**config.mk**
```make
export PLATFORM = sky130hd
export DESIGN_NAME = line_clear_engine
export DESIGN_NICKNAME = d
export VERILOG_FILES = /design/src/rtl/line_clear_engine_pkg.sv /design/src/rtl/line_clear_engine_row_buffer.sv /design/src/rtl/line_clear_engine.sv
export SDC_FILE = /design/constraint.sdc
export NUM_CORES = 1
export LEC_CHECK = 0
export CORE_ASPECT_RATIO = 1.2
export CORE_MARGIN = 5
export CORE_UTILIZATION = 45
export DETAILED_ROUTE_END_ITERATION = 16
export HOLD_SLACK_MARGIN = 0.03
export SKIP_CTS_REPAIR_TIMING = 1
export SLEW_MARGIN = 20
export SYNTH_ARGS = -nofsm -noshare
export SYNTH_HDL_FRONTEND = slang
export SYNTH_SLANG_ARGS = --single-unit
```
**constraint.sdc**
```tcl
create_clock -name clk -period 2.4 [get_ports clk]
set_input_delay 0.48 -clock clk [delete_from_list [all_inputs] [get_ports clk]]
set_output_delay 0.48 -clock clk [all_outputs]
set_load 0.01 [all_outputs]
```
**src/rtl/line_clear_engine_pkg.sv**
```systemverilog
// Shared types and board dimensions for the line-clear engine.
// Imported by the top level and by the row buffer.
`timescale 1ns/1ps
package line_clear_engine_pkg;

    localparam int BOARD_ROWS = 20;
    localparam int BOARD_COLS = 10;

    typedef logic [2:0] cell_t;     // 0 = empty cell
    typedef logic [4:0] row_idx_t;
    typedef logic [3:0] col_idx_t;

    typedef enum logic [3:0] {
        S_IDLE       = 4'd0,
        S_RD_START   = 4'd1,
        S_RD_DATA    = 4'd2,
        S_DECIDE     = 4'd3,
        S_WR_START   = 4'd4,
        S_WR_DATA    = 4'd5,
        S_FILL_START = 4'd6,
        S_FILL_DATA  = 4'd7,
        S_DONE       = 4'd8
    } clear_state_t;

    function automatic logic cell_occupied(input cell_t c);
        return c != 3'd0;
    endfunction

endpackage

```
**src/rtl/line_clear_engine_row_buffer.sv**
```systemverilog
// One board row held as a shift register: cells enter at the tail while
// reading and leave from the head while writing; tracks "every cell occupied".
`timescale 1ns/1ps
module line_clear_engine_row_buffer
    import line_clear_engine_pkg::*;
#(
    parameter int COLS = BOARD_COLS
) (
    input  logic  clk,
    input  logic  reset,
    input  logic  shift_en,
    input  cell_t shift_in,
    input  logic  full_init,
    input  logic  full_acc,
    output cell_t shift_out,
    output logic  full
);

    cell_t cells_q [COLS];
    cell_t cells_d [COLS];
    logic  full_q;
    logic  full_d;

    // Next contents: shift toward the head, new cell at the tail.
    always_comb begin
        cells_d = cells_q;
        if (shift_en) begin
            for (int i = 0; i < COLS - 1; i++) begin
                cells_d[i] = cells_q[i + 1];
            end
            cells_d[COLS - 1] = shift_in;
        end else begin
            cells_d = cells_q;
        end
    end

    // Full flag is primed at the row start and ANDed with each incoming cell.
    always_comb begin
        full_d = full_q;
        if (full_init) begin
            full_d = 1'b1;
        end else if (full_acc) begin
            full_d = full_q & cell_occupied(shift_in);
        end else begin
            full_d = full_q;
        end
    end

    // Buffer and flag registers.
    always_ff @(posedge clk) begin
        if (reset) begin
            for (int i = 0; i < COLS; i++) begin
                cells_q[i] <= 3'd0;
            end
            full_q <= 1'b0;
        end else begin
            cells_q <= cells_d;
            full_q  <= full_d;
        end
    end

    assign shift_out = cells_q[0];
    assign full      = full_q;

endmodule

```
**src/rtl/line_clear_engine.sv**
```systemverilog
// Scans the playfield bottom-up, removes full rows by copying survivors
// downward, zero-fills the vacated top rows and reports the lines removed.
`timescale 1ns/1ps
module line_clear_engine
    import line_clear_engine_pkg::*;
#(
    parameter int ROWS     = BOARD_ROWS,
    parameter int COLS     = BOARD_COLS,
    parameter int ROW_BASE = 0
) (
    input  logic       clk,
    input  logic       reset,
    input  logic       clear_req,
    output logic       busy,
    output logic       done,
    output logic [4:0] lines_cleared,
    output logic       mem_start,
    output logic       mem_write_enable,
    output logic       mem_cont,
    output logic [5:0] mem_addr,
    output logic [2:0] mem_wdata,
    input  logic [2:0] mem_rdata
);

    localparam row_idx_t   LAST_ROW = row_idx_t'(ROWS - 1);
    localparam col_idx_t   LAST_COL = col_idx_t'(COLS - 1);
    localparam logic [5:0] ROWS_W   = 6'(ROWS);
    localparam logic [5:0] BASE_W   = 6'(ROW_BASE);

    clear_state_t state_q, state_d;
    row_idx_t     src_q, src_d;
    row_idx_t     dst_q, dst_d;
    col_idx_t     col_q, col_d;
    logic [4:0]   lines_q, lines_d;

    logic         buf_shift_s;
    logic         buf_full_init_s;
    logic         buf_full_acc_s;
    cell_t        buf_shift_in_s;
    cell_t        buf_head_s;
    logic         buf_full_s;
    logic         last_col_s;
    logic [4:0]   lines_inc_s;

    line_clear_engine_row_buffer #(
        .COLS (COLS)
    ) u_row_buffer (
        .clk       (clk),
        .reset     (reset),
        .shift_en  (buf_shift_s),
        .shift_in  (buf_shift_in_s),
        .full_init (buf_full_init_s),
        .full_acc  (buf_full_acc_s),
        .shift_out (buf_head_s),
        .full      (buf_full_s)
    );

    assign buf_shift_in_s = (state_q == S_RD_DATA) ? mem_rdata : 3'd0;
    assign last_col_s     = (col_q == LAST_COL);
    assign lines_inc_s    = ({1'b0, lines_q} < ROWS_W) ? (lines_q + 5'd1) : lines_q;

    // State and datapath registers.
    always_ff @(posedge clk) begin
        if (reset) begin
            state_q <= S_IDLE;
            src_q   <= LAST_ROW;
            dst_q   <= LAST_ROW;
            col_q   <= 4'd0;
            lines_q <= 5'd0;
        end else begin
            state_q <= state_d;
            src_q   <= src_d;
            dst_q   <= dst_d;
            col_q   <= col_d;
            lines_q <= lines_d;
        end
    end

    // Next state, row/column bookkeeping and row buffer control.
    always_comb begin
        state_d         = state_q;
        src_d           = src_q;
        dst_d           = dst_q;
        col_d           = col_q;
        lines_d         = lines_q;
        buf_shift_s     = 1'b0;
        buf_full_init_s = 1'b0;
        buf_full_acc_s  = 1'b0;
        case (state_q)
            S_IDLE: begin
                if (clear_req) begin
                    state_d = S_RD_START;
                    lines_d = 5'd0;
                    src_d   = LAST_ROW;
                    dst_d   = LAST_ROW;
                end else begin
                    state_d = S_IDLE;
                end
            end
            S_RD_START: begin
                buf_full_init_s = 1'b1;
                col_d           = 4'd0;
                state_d         = S_RD_DATA;
            end
            S_RD_DATA: begin
                buf_shift_s    = 1'b1;
                buf_full_acc_s = 1'b1;
                if (last_col_s) begin
                    col_d   = 4'd0;
                    state_d = S_DECIDE;
                end else begin
                    col_d   = col_q + 4'd1;
                end
            end
            S_DECIDE: begin
                if (buf_full_s) begin
                    lines_d = lines_inc_s;
                    if (src_q == 5'd0) begin
                        state_d = S_FILL_START;
                    end else begin
                        src_d   = src_q - 5'd1;
                        state_d = S_RD_START;
                    end
                end else if (src_q != dst_q) begin
                    state_d = S_WR_START;
                end else if (src_q == 5'd0) begin
                    state_d = (lines_q != 5'd0) ? S_FILL_START : S_DONE;
                end else begin
                    src_d   = src_q - 5'd1;
                    dst_d   = dst_q - 5'd1;
                    state_d = S_RD_START;
                end
            end
            S_WR_START: begin
                col_d   = 4'd0;
                state_d = S_WR_DATA;
            end
            S_WR_DATA: begin
                buf_shift_s = 1'b1;
                if (last_col_s) begin
                    col_d = 4'd0;
                    // dst sits above src here, so it is never 0 on this path
                    dst_d = (dst_q != 5'd0) ? (dst_q - 5'd1) : dst_q;
                    if (src_q == 5'd0) begin
                        state_d = (lines_q != 5'd0) ? S_FILL_START : S_DONE;
                    end else begin
                        src_d   = src_q - 5'd1;
                        state_d = S_RD_START;
                    end
                end else begin
                    col_d = col_q + 4'd1;
                end
            end
            S_FILL_START: begin
                col_d   = 4'd0;
                state_d = S_FILL_DATA;
            end
            S_FILL_DATA: begin
                if (last_col_s) begin
                    col_d = 4'd0;
                    if (dst_q == 5'd0) begin
                        state_d = S_DONE;
                    end else begin
                        dst_d   = dst_q - 5'd1;
                        state_d = S_FILL_START;
                    end
                end else begin
                    col_d = col_q + 4'd1;
                end
            end
            S_DONE: begin
                state_d = S_IDLE;
            end
            default: begin
                state_d = S_IDLE;
            end
        endcase
    end

    // Bus and status outputs decoded from the state register.
    always_comb begin
        busy             = 1'b0;
        done             = 1'b0;
        mem_start        = 1'b0;
        mem_write_enable = 1'b0;
        mem_cont         = 1'b0;
        mem_addr         = 6'd0;
        mem_wdata        = 3'd0;
        case (state_q)
            S_IDLE: begin
                busy = 1'b0;
            end
            S_RD_START: begin
                busy      = 1'b1;
                mem_start = 1'b1;
                mem_addr  = BASE_W + {1'b0, src_q};
            end
            S_RD_DATA, S_FILL_DATA: begin
                busy     = 1'b1;
                mem_cont = 1'b1;
            end
            S_DECIDE: begin
                busy = 1'b1;
            end
            S_WR_START, S_FILL_START: begin
                busy             = 1'b1;
                mem_start        = 1'b1;
                mem_write_enable = 1'b1;
                mem_addr         = BASE_W + {1'b0, dst_q};
            end
            S_WR_DATA: begin
                busy      = 1'b1;
                mem_cont  = 1'b1;
                mem_wdata = buf_head_s;
            end
            S_DONE: begin
                busy = 1'b1;
                done = 1'b1;
            end
            default: begin
                busy = 1'b0;
            end
        endcase
    end

    assign lines_cleared = lines_q;

endmodule

```
==> impl_metrics.tcl, run 1 <==
set metrics [dict create \
    status "complete, no violations" \
    whs_ps 454.1 \
    hold_viol 0 \
    synth-async-reset-ratio_pct 0 \
    r2r-start "dst_q[0]$_SDFFE_PP1P_" \
    fin_ws_ps 92.89 \
    placed_cell_area_mm2 0.003191 \
    start_kind "flop" \
    cp_num_buf_inv 2 \
    clkLatencyLatePin_ps 310 \
    finalClockSkew_ps 7.487 \
    synth_edf_count 0 \
    io_buffers 23 \
    rsz0062_at_grt "false" \
    hp-class "reg -> reg" \
    yosys_warnings 0 \
    tightest_slew_ps 642.0 \
    period_share_pct 96.13 \
    grt_first_pass_wirelength_um 11500 \
    switchingPower_uw 1224 \
    synth_cells 362 \
    hpwl_um 4786 \
    pwr-share-comb_pct 44.6 \
    worst_r2r_path_depth 7 \
    design_area_mm2 0.003353 \
    synthFlopType "dfxtp_1" \
    n_fill_cell 596 \
    synth_area_leaders "dfxtp_1, nand2_1, a21oi_1, nor2_1, ha_1" \
    reg2reg_to "dst_q[2]$_SDFFE_PP0P_" \
    globalRouteTotalUtil_pct 17.95 \
    hp-start "u_row_buffer.cells_q[17]$_SDFFE_PP0P_" \
    ir_worst_vdd_mv 0.3767 \
    cts_sinks 54 \
    final.setup.tns_ps 0 \
    core_area_mm2 0.006051 \
    row_count 31 \
    wl_per_cell_um 13.95 \
    syn-num-nets 376 \
    critPathMaxFanout 6 \
    dp_slack_ps 114.1 \
    synth_cell_type_count 55 \
    gp_congestion 0.9717 \
    drt_iter0_drc 331 \
    multi_input_area_mm2 0.001630 \
    setup_violations 0 \
    die_x_um 82.22 \
    cts_buffer_depth 2 \
    die_y_um 96.67 \
    yosys_register_bits 54 \
    powerDensity_mw_per_mm2 928.3 \
    end_kind "output pin" \
    pin_count 25 \
    whs_path_depth 2 \
    dp_cells 466 \
    antenna_cells 0 \
    cts_buffers 5 \
    clk_transition_reported_paths_ps 100 \
    via_per_inst 5.527 \
    slowest_stage "clkdlybuf4s50_1" \
    final_nets 405 \
    crit_path_cell_trace "nor3b_2 > buf_4 > o21ba_2 > clkdlybuf4s50_1" \
    cts_tree "done" \
    drc 0 \
    vias 2620 \
    slowest_delay_ps 550 \
    min_to "u_row_buffer.cells_q[20]$_SDFFE_PP0P_" \
    post-route-min-period_ps 2307 \
    final_cells 474 \
    p_int_uw 1889 \
    seq_power_share_pct 35.4 \
    yosysTopAreaCell "dfxtp_1" \
    ant_nets 0 \
    slew_headroom_pct 57.10 \
    cts_root_buf "clkbuf_8" \
    max_freq_mhz 433.4 \
    switching_share_pct 39.33 \
    r2r_slack_ps 360 \
    ctsHtreeMaxLevel 2 \
    grt_max_degree 36 \
    ys_seq_area_share_pct 38.38 \
    regArea_mm2 0.001090 \
    grt_antenna_before_repair 0 \
    criticalPathCategory "reg -> out" \
    syn_area_mm2 0.002816 \
    cp_top_family "buffers and inverters" \
    leakagePower_uw 0.001299 \
    wl_um 6610 \
    required_ps 1920 \
    area_growth_pct 19.06 \
    syn_area_per_cell_um2 7.780 \
    grt_pass1_vias 2441 \
    drive_above_1_share_pct 11.22 \
    start_util_pct 46.55 \
    max_cap_violations 0 \
    yosys.area.top_type_share_pct 38.38 \
    first_pass_iters 6 \
    dieArea_mm2 0.007948 \
    drv_slew 0 \
    arrival_ps 1830 \
    p_clk_share_pct 20.0 \
    gr-total-overflow 0 \
]
per-stage QoR:
| step | power, uW | util [%] |
|---|---|---|
| after global placement | 2470 | 52.73 |
| final | 3113 | 55.42 |
| after global routing | 3351 | 55.42 |
| after CTS | 3105 | 54.55 |
| after detailed placement | 2475 | 52.73 |
| after floorplan | 1979 | - |
routing by layer:
layer	up-vias	track usage (%)	share of wire, %	wire length [um]
li1	1318	-	-	-
met1	1216	22.98	44	2927
met2	64	29.44	49	3254
met3	22	3.439	3.9	255
met4	0	6.138	2.6	171
met5	-	0	0	0
area by class of cell:
| type | instances | share of cell area (%) |
|---|---|---|
| repair buffers | 41 | 11.19 |
| clock inverters | 2 | 1.119 |
| clock buffers | 6 | 2.164 |
| inverters | 12 | 1.343 |
| multi-input cells | 277 | 48.62 |
| well taps | 82 | 3.060 |
| flip-flops and latches | 54 | 32.50 |
worst max-delay path by stage:
stage                             from                     to  depth (start not counted)
6_report       state_q[0]$_SDFFE_PP0P_              mem_start                          4
5_1_grt        state_q[0]$_SDFFE_PP0P_            mem_addr[3]                          5
4_1_cts        state_q[2]$_SDFFE_PP0P_            mem_addr[4]                          4
3_5_place_dp                 clear_req  dst_q[3]$_SDFFE_PP0P_                          6
3_3_place_gp                 clear_req  dst_q[3]$_SDFFE_PP0P_                          6
2_1_floorplan    dst_q[0]$_SDFFE_PP1P_  dst_q[1]$_SDFFE_PP1P_                          7
registers in the layout, indices dropped and copies added, names as in the netlist:
signal / flops
dst_q: 5
col_q: 4
state_q: 4
u_row_buffer.full: 1
u_row_buffer.cells_q: 27
lines_cleared: 5
src_q: 5
u_row_buffer.shift_out: 3
cells by family (layout without fill, tap and decap cells):
kind of cell / count (synthesis) / after routing / share of synthesized area, %
AOI/OAI and AO/OA: 93 / 93 / 21.68
xor gates and xnor gates: 7 / 7 / 2.177
adders and majority gates: 8 / 8 / 3.554
buffers and inverters: 31 / 61 / 5.019
DFF: 54 / 54 / 38.38
muxes: 2 / 2 / 0.7108
other: 1 / 1 / 0.1331
and+or+nand+nor: 166 / 166 / 28.34
worst min-delay path, cell delays in order, from the launching register on:
cell	delay, ps
dfxtp_1	320
nand2_1	50
a21oi_1	50
cell usage after synthesis, types with 6 or more instances:
master and n:
xnor2_1 7, ha_1 8, nor2b_1 6, a22oi_1 9, inv_1 12, nor2_1 27
a21oi_1 39, clkbuf_1 9, nand3_1 11, o21ai_0 10, nand2b_1 6, nor3_1 9
nand2_1 75, dfxtp_1 54
power by group through the flow:
| stage | Combinational [uW] | Sequential (uW) | Clock [uW] |
|---|---|---|---|
| after floorplan | 916 | 1060 | 0 |
| after global routing | 1540 | 1120 | 687 |
| final | 1390 | 1100 | 623 |
| after global placement | 1370 | 1100 | 0 |
| after CTS | 1380 | 1080 | 647 |
| after detailed placement | 1370 | 1100 | 0 |
cells in the final DEF, fill, tap and decap left out, types with 3 or more instances in the layout:
cell | Yosys | final
dlymetal6s2s_1 | 0 | 4
a31oi_1 | 5 | 5
a21o_1 | 3 | 3
o21ai_0 | 10 | 10
nor4b_1 | 3 | 3
o31ai_1 | 3 | 3
a22oi_1 | 9 | 9
and3_1 | 5 | 5
nor3_1 | 9 | 8
nand2_1 | 75 | 75
nand3_1 | 11 | 11
a211oi_1 | 3 | 3
clkdlybuf4s50_1 | 0 | 19
xnor2_1 | 7 | 7
nor2_1 | 27 | 25
nand2b_1 | 6 | 6
a21oi_1 | 39 | 38
ha_1 | 8 | 8
and2_1 | 4 | 4
dfxtp_1 | 54 | 51
buf_4 | 3 | 18
inv_1 | 12 | 12
nor2b_1 | 6 | 5
clkbuf_8 | 0 | 5
Power figures use the tool's default switching activity.
==> run 2, diff against run 1 <==
CORE_MARGIN = unset   (was 5)
==> impl_metrics.tcl, run 2 (same netlist as run 1, synthesis figures left out) <==
set metrics [dict create \
    cts_buffer_depth 2 \
    clk_transition_reported_paths_ps 100 \
    worst_r2r_path_depth 8 \
    end_kind "output pin" \
    row_count 31 \
    via_per_inst 5.449 \
    start_util_pct 46.55 \
    area_growth_pct 21.32 \
    cts_sinks 54 \
    largest_reg_flops 27 \
    slew_headroom_pct 59.55 \
    rsz0062_at_grt "false" \
    multi_input_area_mm2 0.001620 \
    drv_slew 0 \
    ant_nets 0 \
    powerDensity_mw_per_mm2 924.2 \
    hpwl_um 4815 \
    regArea_mm2 0.001084 \
    period_share_pct 95.50 \
    leakagePower_uw 0.001440 \
    post-route-min-period_ps 2292 \
    crit_path_cell_trace "buf_4 > nor3_1 > buf_4 > xnor2_1 > clkdlybuf4s50_1" \
    start_kind "flop" \
    critPathMaxFanout 7 \
    post-route-util_pct 56.47 \
    hold_viol 0 \
    drive_above_1_share_pct 12.03 \
    fin_ws_ps 108.0 \
    vias 2621 \
    die_y_um 88.67 \
    cp_num_buf_inv 3 \
    grt_first_pass_wirelength_um 11020 \
    ir_worst_vdd_mv 0.4206 \
    layout_common_cells "nand2_1, dfxtp_1, a21oi_1" \
    dp_slack_ps 127.7 \
    grt_antenna_before_repair 0 \
    whs_path_depth 2 \
    status "complete, no violations" \
    slowest_stage "clkdlybuf4s50_1" \
    layout_commonest_cell "nand2_1" \
    cp.depth 5 \
    pin_count 25 \
    cts_root_buf "clkbuf_8" \
    slowest_delay_ps 550 \
    grt_max_degree 31 \
    gp_congestion 0.8800 \
    regMostFlops "u_row_buffer.cells_q" \
    gr-total-overflow 0 \
    cpMostUsedCell "buf_4" \
    first_pass_iters 4 \
    core_area_mm2 0.006051 \
    globalRouteTotalUtil_pct 21.54 \
    whs_ps 452.2 \
    cp_top_family "buffers and inverters" \
    max_cap_violations 0 \
    criticalPathCategory "reg -> out" \
    finalClockSkew_ps 6.619 \
    antenna_cells 0 \
    wl_per_cell_um 13.89 \
    hp-class "reg -> reg" \
    die_x_um 74.22 \
    tightest_slew_ps 605.3 \
    drc 0 \
    ctsHtreeMaxLevel 2 \
    n_fill_cell 593 \
    dieArea_mm2 0.006581 \
    grt_pass1_vias 2354 \
    arrival_ps 1810 \
    setup_violations 0 \
    cts_buffers 5 \
    clkLatencyLatePin_ps 310 \
    drt_iter0_drc 151 \
    cts_tree "done" \
    max_freq_mhz 436.3 \
    final_nets 412 \
    required_ps 1920 \
    io_buffers 23 \
    wl_um 6682 \
]
-- run 2: cell count changes in the layout (fill, tap and decap cells not counted), sizes merged --
cell / previous run / this run
buf: 18 / 25
clkdlybuf4s50: 19 / 13
dlymetal6s2s: 4 / 10
-- run 2: worst register-to-register path, delay by kind of cell (launching register included) --
kind / cells / cell delay [ps]
buffers and inverters: 2 / 260
adders and majority gates: 1 / 150
AOI/OAI and AO/OA: 3 / 490
DFF: 1 / 380
and+or+nand+nor: 2 / 720
-- run 2: area by class of cell --
cell class | instances | share of cell area (%)
Sequential cell | 54 | 31.71
Tap cell | 82 | 3.003
Clock buffer | 6 | 2.124
Multi-Input combinational cell | 277 | 47.42
Inverter | 12 | 1.318
Timing Repair Buffer | 48 | 13.33
Clock inverter | 2 | 1.098
-- run 2: routing by layer --
layer,track usage (%),routed length [um],part of all wire (%),up-vias
met5,0,0,0,-
li1,-,-,-,1340
met4,8.919,167,2.5,0
met1,26.75,2996,45,1216
met3,3.189,219,3.3,14
met2,37.02,3299,49,51
-- run 2: worst paths after layout --
kind	startpoint	to	slack (ps)
worst max-delay path	state_q[1]$_SDFFE_PP0P_	busy	110
worst min-delay path	u_row_buffer.shift_out[2]$_SDFFE_PP0P_	u_row_buffer.shift_out[2]$_SDFFE_PP0P_	450
worst min register to register	u_row_buffer.shift_out[2]$_SDFFE_PP0P_	u_row_buffer.shift_out[2]$_SDFFE_PP0P_	450
worst max register to register	src_q[0]$_SDFFE_PP1P_	src_q[4]$_SDFFE_PP1P_	310
-- run 2: metrics by stage --
| stage | instance area [um2] | cells | power (uW) | setup TNS [ps] |
|---|---|---|---|---|
| floorplan | 2816 | 362 | 1979 | 0 |
| global placement | 3248 | 472 | 2562 | 0 |
| detailed placement | 3248 | 472 | 2555 | 0 |
| CTS | 3358 | 480 | 3174 | -1943 |
| global route | 3417 | 481 | 3388 | 0 |
| finish | 3417 | 481 | 3158 | 0 |
-- run 2: power by group --
group,switching (uW),leakage (uW),internal [uW]
Clock,303,0.0000514,312
Sequential,106,0.000437,974
Combinational,813,0.000951,651
==> run 3, diff against run 2 <==
MAX_ROUTING_LAYER = met4   (was unset)
REMOVE_ABC_BUFFERS = 1   (was unset)
SLEW_MARGIN = unset   (was 20)
==> impl_metrics.tcl, run 3 (same netlist as run 1, synthesis figures left out) <==
set metrics [dict create \
    slowest_stage "clkdlybuf4s50_1" \
    dr_wl_met3_um 267 \
    p_int_uw 1816 \
    cts_sinks 54 \
    regMostFlops "u_row_buffer.cells_q" \
    layout_commonest_cell "nand2_1" \
    cts_tree "done" \
    finalClockSkew_ps 12.30 \
    hpwl_um 4756 \
    gr-total-overflow 0 \
    post-route-min-period_ps 2315 \
    wl_um 6686 \
    drt_iter0_drc 187 \
    globalRouteTotalUtil_pct 21.80 \
    criticalPathCategory "reg -> out" \
    gp_congestion 0.9566 \
    regArea_mm2 0.001087 \
    cts_root_buf "clkbuf_8" \
    largest_reg_flops 27 \
    multi_input_area_mm2 0.001615 \
    cp_top_family "buffers and inverters" \
    seq_power_share_pct 35.8 \
    hold_viol 0 \
    switching_share_pct 40.61 \
    highest_layer "met4" \
    slowest_delay_ps 600 \
    area_growth_pct 18.97 \
    period_share_pct 96.46 \
    grt_max_degree 36 \
    vias 2617 \
    clkLatencyLatePin_ps 310 \
    grt_antenna_before_repair 0 \
    final.setup.tns_ps 0 \
    crit_path_cell_trace "buf_4 > inv_1 > nor3_1 > clkdlybuf4s50_1" \
    leakagePower_uw 0.001382 \
    via_per_inst 5.486 \
    critPathMaxFanout 11 \
    die_x_um 74.22 \
    tightest_slew_ps 578.5 \
    die_y_um 88.67 \
    cts_buffer_depth 2 \
    placed_cell_area_mm2 0.003196 \
    required_ps 1920 \
    grt_pass1_vias 2356 \
    wl_met1_um 3069 \
    core_area_mm2 0.006051 \
    hp-class "reg -> reg" \
    ir_worst_vdd_mv 0.4082 \
    start_kind "flop" \
    slew_headroom_pct 60.89 \
    clk_transition_reported_paths_ps 100 \
    setup_violations 0 \
    drive_above_1_share_pct 11.39 \
    status "complete, no violations" \
    pwr-share-comb_pct 47.0 \
    antenna_cells 0 \
    io_buffers 23 \
    dieArea_mm2 0.006581 \
    cp_num_buf_inv 3 \
    drc 0 \
    max_freq_mhz 431.9 \
    ctsHtreeMaxLevel 2 \
    rsz0062_at_grt "false" \
    pin_count 25 \
    ant_nets 0 \
    final_nets 408 \
    layout_common_cells "nand2_1, dfxtp_1, a21oi_1" \
    first_pass_iters 4 \
    p_clk_share_pct 17.2 \
    arrival_ps 1840 \
    cts_buffers 5 \
    end_kind "output pin" \
    n_fill_cell 619 \
    row_count 31 \
    grt_first_pass_wirelength_um 10820 \
    route.met2.wl_um 3274 \
    wl_per_cell_um 14.02 \
    drv_slew 0 \
    start_util_pct 46.55 \
    design_area_mm2 0.003351 \
    max_cap_violations 0 \
    switchingPower_uw 1242 \
    powerDensity_mw_per_mm2 912.8 \
]
[run 3: changes by cell type in the layout (fill, tap and decap cells not counted), sizes merged]
cell,previous run,this run
buf,25,21
bufinv,1,0
clkdlybuf4s50,13,14
clkinv,0,1
clkinvlp,1,0
dlymetal6s2s,10,9
inv,12,13
[run 3: final timing paths]
check | from | endpoint | slack [ps] | cells past startpoint
setup / recovery | state_q[2]$_SDFFE_PP0P_ | mem_write_enable | 80 | 4
hold / removal | u_row_buffer.shift_out[0]$_SDFFE_PP0P_ | u_row_buffer.shift_out[0]$_SDFFE_PP0P_ | 450 | 2
setup reg to reg | dst_q[0]$_SDFFE_PP1P_ | state_q[2]$_SDFFE_PP0P_ | 190 | 7
hold reg to reg | u_row_buffer.shift_out[0]$_SDFFE_PP0P_ | u_row_buffer.shift_out[0]$_SDFFE_PP0P_ | 450 | 2
[run 3: cell type report]
cell class	instances	share of cell area (%)
Sequential cell	54	32.45
Timing Repair Buffer	44	12.25
Tap cell	82	3.062
Inverter	12	1.344
Clock inverter	2	0.5228
Clock buffer	6	2.166
Multi-Input combinational cell	277	48.21
[run 3: power by group through the flow]
stage	sequential [uW]	clock, uW	combinational, uW
after CTS	1080	546	1420
final	1100	526	1440
after floorplan	1110	0	800
after detailed placement	1100	0	1410
after global placement	1100	0	1410
after global routing	1110	577	1580
[run 3: worst reg2reg max path, cell delays in order (launching register included)]
cell	delay, ps
dfxtp_1	380
inv_1	120
ha_1	170
nor4b_1	490
a211oi_1	160
a21o_1	200
a221o_1	270
a221o_1	310
[run 3: per-layer routing]
metal,GRT usage (%),vias up
li1,-,1333
met1,26.58,1213
met2,36.36,65
met3,2.961,6
met4,8.233,0
met5,-,-
[run 3: per-stage QoR]
stage          instances  utilization [%]  setup slack [ps]  hold WS [ps]  total power, uW
2_1_floorplan        343                -             31.93         421.2             1906
3_3_place_gp         467            52.81             139.2         438.0             2514
3_5_place_dp         467            52.81             135.5         440.4             2518
4_1_cts              475            54.30            -224.1         455.5             3048
5_1_grt              477            55.38             12.44         480.1             3270
6_report             477            55.38             84.89         449.9             3059
